**src/rtl/ring_gain_scheduler_if.sv**
```systemverilog
`default_nettype none
// ============================================================================
// Module  : ring_gain_scheduler_if
// Run request, divided clock, phase error, and status/gain bus of one ring node.
// Revision: 1.0  initial release
// ============================================================================
interface ring_gain_scheduler_if #(
  parameter int PDET_WIDTH = 5,
  parameter int KP_WIDTH   = 6,
  parameter int KI_WIDTH   = 8
);
  logic                         enable_i;
  logic                         gen_div_i;
  logic signed [PDET_WIDTH-1:0] error_i;
  logic                         ring_reset_o;
  logic                         ring_enable_o;
  logic [KP_WIDTH-1:0]          kp_o;
  logic [KI_WIDTH-1:0]          ki_o;
  logic                         locked_o;
  logic                         fault_o;
  logic [2:0]                   state_o;

  modport master (
    output enable_i, gen_div_i, error_i,
    input  ring_reset_o, ring_enable_o, kp_o, ki_o, locked_o, fault_o, state_o
  );

  modport slave (
    input  enable_i, gen_div_i, error_i,
    output ring_reset_o, ring_enable_o, kp_o, ki_o, locked_o, fault_o, state_o
  );
endinterface
`default_nettype wire

```
**src/rtl/ring_gain_scheduler.sv**
```systemverilog
`default_nettype none
// ============================================================================
// Module  : ring_gain_scheduler
// Ring-node startup and acquire/track gain scheduler.
// Optional macro RING_SCHED_TIMEOUT_EN adds ACQUIRE timeout, retries and FAULT.
// Revision: 1.0  initial release
// ============================================================================
module ring_gain_scheduler #(
  parameter int                  PDET_WIDTH   = 5,
  parameter int                  KP_WIDTH     = 6,
  parameter int                  KI_WIDTH     = 8,
  parameter logic [KP_WIDTH-1:0] KP_ACQ       = 6'b010010,
  parameter logic [KI_WIDTH-1:0] KI_ACQ       = 8'b00000100,
  parameter logic [KP_WIDTH-1:0] KP_TRK       = 6'b001001,
  parameter logic [KI_WIDTH-1:0] KI_TRK       = 8'b00000001,
  parameter int                  RST_CYCLES   = 16,
  parameter int                  WARMUP_EDGES = 8,
  parameter int                  LOCK_TOL     = 1,
  parameter int                  LOCK_COUNT   = 32,
  parameter int                  UNLOCK_TOL   = 3,
  parameter int                  UNLOCK_COUNT = 4,
  parameter int                  ACQ_TIMEOUT  = 1024,
  parameter int                  MAX_RETRIES  = 3
) (
  input  logic                 fpga_clk_i,
  input  logic                 reset_i,
  ring_gain_scheduler_if.slave bus
);

  typedef enum logic [2:0] {
    S_IDLE    = 3'd0,
    S_RESET   = 3'd1,
    S_WARMUP  = 3'd2,
    S_ACQUIRE = 3'd3,
    S_TRACK   = 3'd4,
    S_FAULT   = 3'd5
  } state_e;

  localparam int CYC_W  = $clog2(RST_CYCLES + 1);
  localparam int WU_W   = $clog2(WARMUP_EDGES + 1);
  localparam int LOCK_W = $clog2(LOCK_COUNT + 1);
  localparam int UNL_W  = $clog2(UNLOCK_COUNT + 1);
  localparam int MAG_W  = PDET_WIDTH + 1;

  localparam logic [CYC_W-1:0]  CYC_LAST = CYC_W'(RST_CYCLES - 1);
  localparam logic [CYC_W-1:0]  CYC_MAX  = CYC_W'(RST_CYCLES);
  localparam logic [WU_W-1:0]   WU_MAX   = WU_W'(WARMUP_EDGES);
  localparam logic [LOCK_W-1:0] LOCK_MAX = LOCK_W'(LOCK_COUNT);
  localparam logic [UNL_W-1:0]  UNL_MAX  = UNL_W'(UNLOCK_COUNT);

  state_e                       state_q, state_d;
  logic [2:0]                   sync_q;
  logic                         sample_q;
  logic signed [PDET_WIDTH-1:0] err_q;
  logic [CYC_W-1:0]             cyc_q, cyc_d;
  logic [WU_W-1:0]              wu_q, wu_d;
  logic [LOCK_W-1:0]            lock_q, lock_d;
  logic [UNL_W-1:0]             unl_q, unl_d;
  logic                         ring_reset_q, ring_enable_q, locked_q;
  logic [KP_WIDTH-1:0]          kp_q;
  logic [KI_WIDTH-1:0]          ki_q;

  logic                         w_edge;
  logic [MAG_W-1:0]             w_err_ext, w_mag;
  logic                         w_in_lock, w_out_lock;

`ifdef RING_SCHED_TIMEOUT_EN
  localparam int ACQ_W = $clog2(ACQ_TIMEOUT + 1);
  localparam int RTY_W = $clog2(MAX_RETRIES + 1);
  localparam logic [ACQ_W-1:0] ACQ_MAX = ACQ_W'(ACQ_TIMEOUT);
  localparam logic [RTY_W-1:0] RTY_MAX = RTY_W'(MAX_RETRIES);

  logic [ACQ_W-1:0] acq_q, acq_d;
  logic [RTY_W-1:0] rty_q, rty_d;
  logic             fault_q;
`else
  logic unused_cfg;
  assign unused_cfg = ^{ACQ_TIMEOUT[0], MAX_RETRIES[0]};
`endif

  // sync_q[2] is the edge flop: one-cycle pulse on a synchronised rise
  assign w_edge     = sync_q[1] & ~sync_q[2];
  assign w_err_ext  = {err_q[PDET_WIDTH-1], err_q};
  assign w_mag      = w_err_ext[MAG_W-1] ? (~w_err_ext + MAG_W'(1)) : w_err_ext;
  assign w_in_lock  = (w_mag <= MAG_W'(LOCK_TOL));
  assign w_out_lock = (w_mag >  MAG_W'(UNLOCK_TOL));

  always_comb begin
    state_d = state_q;
    cyc_d   = cyc_q;
    wu_d    = wu_q;
    lock_d  = lock_q;
    unl_d   = unl_q;
`ifdef RING_SCHED_TIMEOUT_EN
    acq_d   = acq_q;
    rty_d   = rty_q;
`endif
    if (!bus.enable_i || (state_q == S_IDLE)) begin
      state_d = bus.enable_i ? S_RESET : S_IDLE;
      cyc_d   = '0;
      wu_d    = '0;
      lock_d  = '0;
      unl_d   = '0;
`ifdef RING_SCHED_TIMEOUT_EN
      acq_d   = '0;
      rty_d   = '0;
`endif
    end else begin
      unique case (state_q)
        S_RESET: begin
          if (cyc_q == CYC_LAST) begin
            state_d = S_WARMUP;
            wu_d    = '0;
          end else begin
            cyc_d = (cyc_q == CYC_MAX) ? cyc_q : cyc_q + 1'b1;
          end
        end
        S_WARMUP: if (sample_q) begin
          wu_d = (wu_q == WU_MAX) ? wu_q : wu_q + 1'b1;
          if (wu_d == WU_MAX) begin
            state_d = S_ACQUIRE;
            lock_d  = '0;
`ifdef RING_SCHED_TIMEOUT_EN
            acq_d   = '0;
`endif
          end
        end
        S_ACQUIRE: if (sample_q) begin
          lock_d = !w_in_lock ? '0 : ((lock_q == LOCK_MAX) ? lock_q : lock_q + 1'b1);
          if (lock_d == LOCK_MAX) begin
            state_d = S_TRACK;
            unl_d   = '0;
`ifdef RING_SCHED_TIMEOUT_EN
            rty_d   = '0;
            acq_d   = '0;
`endif
          end
`ifdef RING_SCHED_TIMEOUT_EN
          else begin
            acq_d = (acq_q == ACQ_MAX) ? acq_q : acq_q + 1'b1;
            if (acq_d == ACQ_MAX) begin
              acq_d = '0;
              if (rty_q == RTY_MAX) begin
                state_d = S_FAULT;
              end else begin
                // retry count deliberately survives the restart
                rty_d   = rty_q + 1'b1;
                cyc_d   = '0;
                wu_d    = '0;
                state_d = S_RESET;
              end
            end
          end
`endif
        end
        S_TRACK: if (sample_q) begin
          unl_d = !w_out_lock ? '0 : ((unl_q == UNL_MAX) ? unl_q : unl_q + 1'b1);
          if (unl_d == UNL_MAX) begin
            state_d = S_ACQUIRE;
            lock_d  = '0;
            unl_d   = '0;
`ifdef RING_SCHED_TIMEOUT_EN
            acq_d   = '0;
`endif
          end
        end
        S_FAULT: state_d = S_FAULT;
        default: state_d = S_IDLE;
      endcase
    end
  end

  always_ff @(posedge fpga_clk_i or negedge reset_i) begin
    if (!reset_i) begin
      state_q       <= S_IDLE;
      sync_q        <= '0;
      sample_q      <= 1'b0;
      err_q         <= '0;
      cyc_q         <= '0;
      wu_q          <= '0;
      lock_q        <= '0;
      unl_q         <= '0;
      ring_reset_q  <= 1'b1;
      ring_enable_q <= 1'b0;
      locked_q      <= 1'b0;
      kp_q          <= KP_ACQ;
      ki_q          <= KI_ACQ;
`ifdef RING_SCHED_TIMEOUT_EN
      acq_q         <= '0;
      rty_q         <= '0;
      fault_q       <= 1'b0;
`endif
    end else begin
      state_q       <= state_d;
      sync_q        <= {sync_q[1:0], bus.gen_div_i};
      // an enable drop in the edge cycle discards that sample
      sample_q      <= w_edge & bus.enable_i;
      if (w_edge) err_q <= bus.error_i;
      cyc_q         <= cyc_d;
      wu_q          <= wu_d;
      lock_q        <= lock_d;
      unl_q         <= unl_d;
      ring_reset_q  <= (state_d == S_IDLE) || (state_d == S_RESET) || (state_d == S_FAULT);
      ring_enable_q <= !((state_d == S_IDLE) || (state_d == S_FAULT));
      locked_q      <= (state_d == S_TRACK);
      kp_q          <= (state_d == S_TRACK) ? KP_TRK : KP_ACQ;
      ki_q          <= (state_d == S_TRACK) ? KI_TRK : KI_ACQ;
`ifdef RING_SCHED_TIMEOUT_EN
      acq_q         <= acq_d;
      rty_q         <= rty_d;
      fault_q       <= (state_d == S_FAULT);
`endif
    end
  end

  assign bus.state_o       = state_q;
  assign bus.ring_reset_o  = ring_reset_q;
  assign bus.ring_enable_o = ring_enable_q;
  assign bus.locked_o      = locked_q;
  assign bus.kp_o          = kp_q;
  assign bus.ki_o          = ki_q;
`ifdef RING_SCHED_TIMEOUT_EN
  assign bus.fault_o       = fault_q;
`else
  assign bus.fault_o       = 1'b0;
`endif

endmodule
`default_nettype wire

```
**src/flat_wrapper.sv**
```systemverilog
// flat-port wrapper written by rule: the top's interface ports become plain ports
module ring_gain_scheduler_flat 
#(
  parameter int                  PDET_WIDTH   = 5,
  parameter int                  KP_WIDTH     = 6,
  parameter int                  KI_WIDTH     = 8,
  parameter logic [KP_WIDTH-1:0] KP_ACQ       = 6'b010010,
  parameter logic [KI_WIDTH-1:0] KI_ACQ       = 8'b00000100,
  parameter logic [KP_WIDTH-1:0] KP_TRK       = 6'b001001,
  parameter logic [KI_WIDTH-1:0] KI_TRK       = 8'b00000001,
  parameter int                  RST_CYCLES   = 16,
  parameter int                  WARMUP_EDGES = 8,
  parameter int                  LOCK_TOL     = 1,
  parameter int                  LOCK_COUNT   = 32,
  parameter int                  UNLOCK_TOL   = 3,
  parameter int                  UNLOCK_COUNT = 4,
  parameter int                  ACQ_TIMEOUT  = 1024,
  parameter int                  MAX_RETRIES  = 3
)
  (fpga_clk_i, reset_i, bus_enable_i, bus_gen_div_i, bus_error_i, bus_ring_reset_o, bus_ring_enable_o, bus_kp_o, bus_ki_o, bus_locked_o, bus_fault_o, bus_state_o);
  ring_gain_scheduler_if #(.PDET_WIDTH(PDET_WIDTH), .KP_WIDTH(KP_WIDTH), .KI_WIDTH(KI_WIDTH)) bus_i ();
  input  logic fpga_clk_i;
  input  logic reset_i;
  input wire logic [$bits(bus_i.enable_i)-1:0] bus_enable_i;
  input wire logic [$bits(bus_i.gen_div_i)-1:0] bus_gen_div_i;
  input wire logic [$bits(bus_i.error_i)-1:0] bus_error_i;
  output wire logic [$bits(bus_i.ring_reset_o)-1:0] bus_ring_reset_o;
  output wire logic [$bits(bus_i.ring_enable_o)-1:0] bus_ring_enable_o;
  output wire logic [$bits(bus_i.kp_o)-1:0] bus_kp_o;
  output wire logic [$bits(bus_i.ki_o)-1:0] bus_ki_o;
  output wire logic [$bits(bus_i.locked_o)-1:0] bus_locked_o;
  output wire logic [$bits(bus_i.fault_o)-1:0] bus_fault_o;
  output wire logic [$bits(bus_i.state_o)-1:0] bus_state_o;
  assign bus_i.enable_i = bus_enable_i;
  assign bus_i.gen_div_i = bus_gen_div_i;
  assign bus_i.error_i = bus_error_i;
  assign bus_ring_reset_o = bus_i.ring_reset_o;
  assign bus_ring_enable_o = bus_i.ring_enable_o;
  assign bus_kp_o = bus_i.kp_o;
  assign bus_ki_o = bus_i.ki_o;
  assign bus_locked_o = bus_i.locked_o;
  assign bus_fault_o = bus_i.fault_o;
  assign bus_state_o = bus_i.state_o;
  ring_gain_scheduler #(.PDET_WIDTH(PDET_WIDTH), .KP_WIDTH(KP_WIDTH), .KI_WIDTH(KI_WIDTH), .KP_ACQ(KP_ACQ), .KI_ACQ(KI_ACQ), .KP_TRK(KP_TRK), .KI_TRK(KI_TRK), .RST_CYCLES(RST_CYCLES), .WARMUP_EDGES(WARMUP_EDGES), .LOCK_TOL(LOCK_TOL), .LOCK_COUNT(LOCK_COUNT), .UNLOCK_TOL(UNLOCK_TOL), .UNLOCK_COUNT(UNLOCK_COUNT), .ACQ_TIMEOUT(ACQ_TIMEOUT), .MAX_RETRIES(MAX_RETRIES)) u_core (.fpga_clk_i(fpga_clk_i), .reset_i(reset_i), .bus(bus_i));
endmodule
```
**config.mk**
```make
export PLATFORM = sky130hd
export DESIGN_NAME = ring_gain_scheduler_flat
export DESIGN_NICKNAME = d
export VERILOG_FILES = /design/src/rtl/ring_gain_scheduler_if.sv /design/src/rtl/ring_gain_scheduler.sv /design/src/flat_wrapper.sv
export SDC_FILE = /design/constraint.sdc
export NUM_CORES = 1
export LEC_CHECK = 0
export ABC_AREA = 1
export CAP_MARGIN = 20
export CORE_MARGIN = 2
export CORE_UTILIZATION = 58
export CTS_CLUSTER_DIAMETER = 100
export DETAILED_ROUTE_END_ITERATION = 12
export GPL_TIMING_DRIVEN = 0
export PLACE_DENSITY = 0.87
export SKIP_CTS_REPAIR_TIMING = 1
export SYNTH_ARGS = -nofsm -noshare
export SYNTH_HDL_FRONTEND = slang
export SYNTH_SLANG_ARGS = --single-unit
```
**constraint.sdc**
```tcl
create_clock -name fpga_clk_i -period 3.8 [get_ports fpga_clk_i]
set_clock_uncertainty 0.2 [all_clocks]
set_input_delay 0.76 -clock fpga_clk_i [delete_from_list [all_inputs] [get_ports fpga_clk_i]]
set_output_delay 0.76 -clock fpga_clk_i [all_outputs]
set_load 0.02 [all_outputs]
```
======== Word-level counts from Yosys, hierarchy flattened ========
Index checks and enable logic that the tools add are counted.
storage, ports and cells
  register bits ........................... 47
  output and inout bits ................... 21
cells by class
  add/subtract/negate cells ............... 5
  magnitude comparators ................... 2
  equality and inequality tests ........... 25
  muxes and demuxes ....................... 39
  bitwise operators ....................... 4
  reduce and logical (&&, ||, !) cells .... 16
operators by type and width
  cell                   number
  $mux W6                9
  $mux W3                16
  $mux W5                5
  $ne A3 B1 Y1 const B   7
  $eq A3 B3 Y1 const B   6
  $pmux W6 S3            1
  $mux W4                4
  $pmux W3 S5            1
  $add A6 B1 Y6 const B  2
  $eq A6 B6 Y1 const B   2
  $eq A4 B4 Y1 const B   2
  $pmux W4 S2            1
  $eq A3 B1 Y1 const B   2
  $eq A3 B2 Y1 const B   2
  $gt A6 B2 Y1 const B   1
  $le A6 B1 Y1 const B   1
  $logic_not A3 Y1       2
  $not A6 Y6             1
  $pmux W3 S2            1
  $reduce_and A3 Y1      2
  $reduce_and A6 Y1      1
  $reduce_bool A3 Y1     2
  $add A5 B1 Y5 const B  1
  $eq A5 B4 Y1 const B   1
  other kinds (12)       18

======== Longest topological paths before layout ========
  depth after elaboration ................. 13
  depth in mapped cells ................... 15
  mapped depth without buffers ............ 15

======== Worst setup path before layout ========
OpenSTA, ideal clock, no wires.
  path type ............................... input-to-reg
  start point ............................. input port bus_enable_i
  end point ............................... register u_core.lock_q[3]
  setup time .............................. 0.122 ns
  arrival time ............................ 1.676 ns
  data required time ...................... 3.478 ns
  slack ................................... 1.802 ns
  cell stages on the path ................. 9
  path buffers ............................ 0
  cells stage by stage .................... inv_1 > nor2_1 > inv_2 > nor2_1 > a211oi_2 > nand2_1 > inv_2 > nand3_1 > o21ai_1
between the ends
  cells in the longest elaborated chain, start to end .. 4
RTL lines
  what                                                          RTL line                    source
  start, declared                                               flat_wrapper.sv:24          input wire logic [$bits(bus_i.enable_i)-1:0] bus_enable_i;
  $logic_not A1 Y1 *                                            ring_gain_scheduler.sv:98   if (!bus.enable_i || (state_q == S_IDLE)) begin
  $logic_or A1 B1 Y1 *                                          ring_gain_scheduler.sv:98
  $ne A3 B1 Y1 (no line) or $reduce_bool A4 Y1 (tied branches)  --
  $reduce_and A6 Y1 (no line)                                   --
  end signal, assigned                                          ring_gain_scheduler.sv:201  lock_q <= lock_d;
  end, declared                                                 ring_gain_scheduler.sv:57   logic [LOCK_W-1:0] lock_q, lock_d;
Mark *: on every way between the ends. The rest lies on a longest branch, timed or not.
A chain may end at the register's enable or synchronous reset.

======== Final worst setup path ========
  start point ............................. register u_core.kp_q[1], in the netlist u_core.bus.kp_o[1]
  end point ............................... output port bus_kp_o[1]
RTL lines
  what                    RTL line                    source
  start, declared         ring_gain_scheduler.sv:60   logic [KP_WIDTH-1:0] kp_q;
  start signal, assigned  ring_gain_scheduler.sv:206  kp_q <= (state_d == S_TRACK) ? KP_TRK : KP_ACQ;
  end, declared           flat_wrapper.sv:29          output wire logic [$bits(bus_i.kp_o)-1:0] bus_kp_o;
No word-level cell between the ends.

==> flow_summary.yaml <==
outcome:
  status: "finished clean"
detailed_routing:
  firstDrtPassIters: 4
  wirelength_mm: 3.997
  wl_per_cell_um: 11.65
  drt-initial-drc-count: 91
  antenna_left: 0
  vias_per_cell: 5.108
  vias: 1752
  post-route-drc-count: 0
timing:
  fmax_ghz: 0.3953
  worstMarginPinSlew_ns: 0.7459
  drv_slew: 0
  setup_tns_ns: 0
  period_needed_ns: 2.530
  min_period_over_period_pct: 66.57
  maxSlewHeadroom_pct: 50.28
  rsz0062_at_grt: "no"
  setup_ws_ns: 1.270
  hold_viol: 0
  setup_viol: 0
floorplanning:
  std_cell_rows: 21
  start_util_pct: 61.61
  ios: 30
  die_y_um: 64.24
  die_x_um: 64.24
  fp.coreArea_mm2: 0.003416
  dieArea_mm2: 0.004126
global_route:
  antenna_found_initial: 0
  grt_max_degree: 35
  grt_pass1_vias: 1634
  track_usage_pct: 21.86
  grt_pass1_wl_mm: 7.079
  overflow: 0
power_and_ir_drop:
  irDropWorstVdd_uv: 215.4
  finalPower_uw: 767.4
  leakagePower_nw: 1.203
  p_per_area_mw_per_mm2: 310.9
critical_path:
  slowest_stage: "clkdlybuf4s50_1"
  r2r_slack_ns: 1.48
  criticalPathCategory: "flip-flop to output port"
  critPathTopFamily: "buffers and inverters"
  rr_worst_depth: 15
  critPathBufInv: 2
  cp.arrival_ns: 1.57
  crit_fanout: 3
  endpoint_kind: "output port"
  worstReg2RegEnd: "u_core.bus.ring_enable_o"
  cp.required_ns: 2.84
  critical_path.cell_chain: "buf_4 -> clkdlybuf4s50_1"
  r2r-start: "u_core.lock_q[0]"
  cpPeakStageDelay_ns: 0.59
  cp-start-kind: "flip-flop"
layout:
  drive_gt1_share_pct: 15.15
  layout.nets: 317
  num_antenna_cells: 0
  area_delta_synth_final_pct: 17.30
  fillCellCount: 263
  postLayoutCoreUtil_pct: 72.27
  design_area_mm2: 0.002469
placement:
  hpwl_mm: 2.985
  place_congestion: 0.9128
  numPortBuffers: 20
  place_area_mm2: 0.002387
  place_ws_ns: 0.9962
synth:
  synth_seq_cells: 34
  synthDistinctLibCells: 32
  syn-cell-area_mm2: 0.002105
  syn_inst: 262
  syn-mean-instance-area_um2: 8.033
  yosysSeqAreaShare_pct: 40.55
  yosysWarnings: 0
worst_hold_path:
  worstHoldStart: "u_core.sync_q[0]"
  hold_depth: 0
  min_path_type: "flip-flop to flip-flop"
  holdPathEnd: "u_core.sync_q[1]"
clock_network:
  clock_sinks: 34
  clk_latency_ns: 0.35
  cts_tree: "built"
  clock-root-buffer: "clkbuf_4"
  cts_buffers: 5
  htreeDepth: 2
  clk_pin_slew_ns: 0.10
  cts_buffer_depth: 2
run:
  maxCapViolCount: 0
==> cells in the mapped netlist <==
cell | count | area, µm²
a211oi_1 | 1 | 7.510
a211oi_2 | 1 | 12.51
a21boi_2 | 1 | 11.26
a21oi_1 | 14 | 70.07
a21oi_4 | 1 | 16.27
a31oi_1 | 1 | 6.260
buf_4 | 14 | 105.1
conb_1 | 1 | 3.750
dfrtp_1 | 32 | 800.8
dfstp_2 | 2 | 52.55
ha_1 | 11 | 137.6
inv_1 | 34 | 127.6
inv_2 | 6 | 22.52
mux2_2 | 2 | 22.52
nand2_1 | 43 | 161.4
nand3_1 | 21 | 105.1
nand3_2 | 3 | 30.03
nand3_4 | 1 | 17.52
nand3b_1 | 1 | 7.510
nand4_1 | 6 | 37.54
nand4_2 | 1 | 12.51
nor2_1 | 27 | 101.4
nor2_2 | 2 | 12.51
nor2_4 | 1 | 11.26
nor3_1 | 3 | 15.01
o211ai_1 | 1 | 7.510
o21ai_0 | 12 | 60.06
o21ai_1 | 11 | 55.05
o21ai_2 | 1 | 8.760
o31ai_2 | 1 | 12.51
o41ai_1 | 1 | 8.760
xor2_1 | 5 | 43.79
==> power by group <==
group,internal [mW],switching [mW]
logic,0.0408,0.0685
registers,0.375,0.0102
clock network,0.153,0.120
total,0.569,0.199
==> layout by cell type (no fill, tap or decap), types with 5 or more instances in the layout <==
master           instances
nand3_1                 21
xor2_1                   5
inv_2                    6
clkbuf_4                 5
ha_1                    11
dfrtp_1                 32
conb_1                   9
nand2_1                 43
nand4_1                  6
o21ai_1                 11
buf_4                   14
clkdlybuf4s50_1         19
a21oi_1                 14
nor2_1                  27
inv_1                   34
o21ai_0                 12
==> per-layer routing <==
metal / vias up / wire length, µm / GRT usage (%)
li1: 908 / - / -
met1: 809 / 1903 / 28.93
met2: 27 / 1875 / 34.51
met3: 8 / 131 / 5.634
met4: 0 / 87 / 8.245
met5: - / 0 / 0
==> through the flow <==
| step | hold slack (ns) | instances |
|---|---|---|
| floorplan | 0.1312 | 270 |
| global placement | 0.1320 | 336 |
| detailed placement | 0.1347 | 336 |
| CTS | 0.1584 | 343 |
| global route | 0.1736 | 343 |
| finish | 0.1568 | 343 |
==> worst reg2reg max path, stage by stage, from the launching register on <==
cell and delay, ns:
dfrtp_1 0.43, inv_1 0.13, ha_1 0.16, nand2_1 0.04
inv_1 0.09, nand3_1 0.14, nand2_1 0.12, nand2_1 0.05
o21ai_1 0.26, nand3_1 0.11, nand2_1 0.10, nand2_1 0.07
nand3_2 0.10, nand2_1 0.08, nand2_1 0.07, nand3_1 0.06
==> worst max path at each step <==
| stage | start | to | slack (ns) | cells after the start |
|---|---|---|---|---|
| detailed placement | bus_enable_i | u_core.lock_q[0] | 1.0 | 10 |
| global route | bus_enable_i | u_core.lock_q[0] | 1.20 | 10 |
| floorplan | bus_enable_i | u_core.lock_q[3] | 1.80 | 9 |
| global placement | bus_enable_i | u_core.lock_q[0] | 1.01 | 10 |
| CTS | u_core.bus.kp_o[1] | bus_kp_o[1] | 1.25 | 2 |
| finish | u_core.bus.kp_o[1] | bus_kp_o[1] | 1.27 | 2 |
==> sequential cells by signal, summed over array words and instances (netlist names), 2 cells and up <==
register,count
u_core.bus.kp_o,2
u_core.cyc_q,5
u_core.bus.state_o,3
u_core.err_q,5
u_core.wu_q,4
u_core.unl_q,3
u_core.sync_q,3
u_core.lock_q,6
==> area by class of cell <==
cell class | count | area, µm² | area share (%)
sequential | 34 | 853.3 | 34.57
clock inverter | 1 | 30.03 | 1.216
multi-input combinational | 182 | 1026 | 41.56
inverter | 40 | 150.1 | 6.082
clock buffer | 6 | 51.30 | 2.078
tap | 46 | 57.56 | 2.331
buffer | 14 | 105.1 | 4.257
timing repair buffer | 20 | 195.2 | 7.907
==> logic make-up (layout without fill, tap and decap cells) <==
kind of cell             after synthesis  in the layout  synth area share [%]
XOR/XNOR                               5              5                 2.081
flip-flops                            34             34                 40.55
multiplexers                           2              2                 1.070
AND/OR/NAND/NOR                      109            109                 24.32
buffers and inverters                 54             81                 12.13
adder cells (fa/ha/maj)               11             11                 6.540
other                                  1              9                0.1782
AO/OA/AOI/OAI                         46             46                 13.14
No activity file was read; power rests on OpenSTA's default activity.
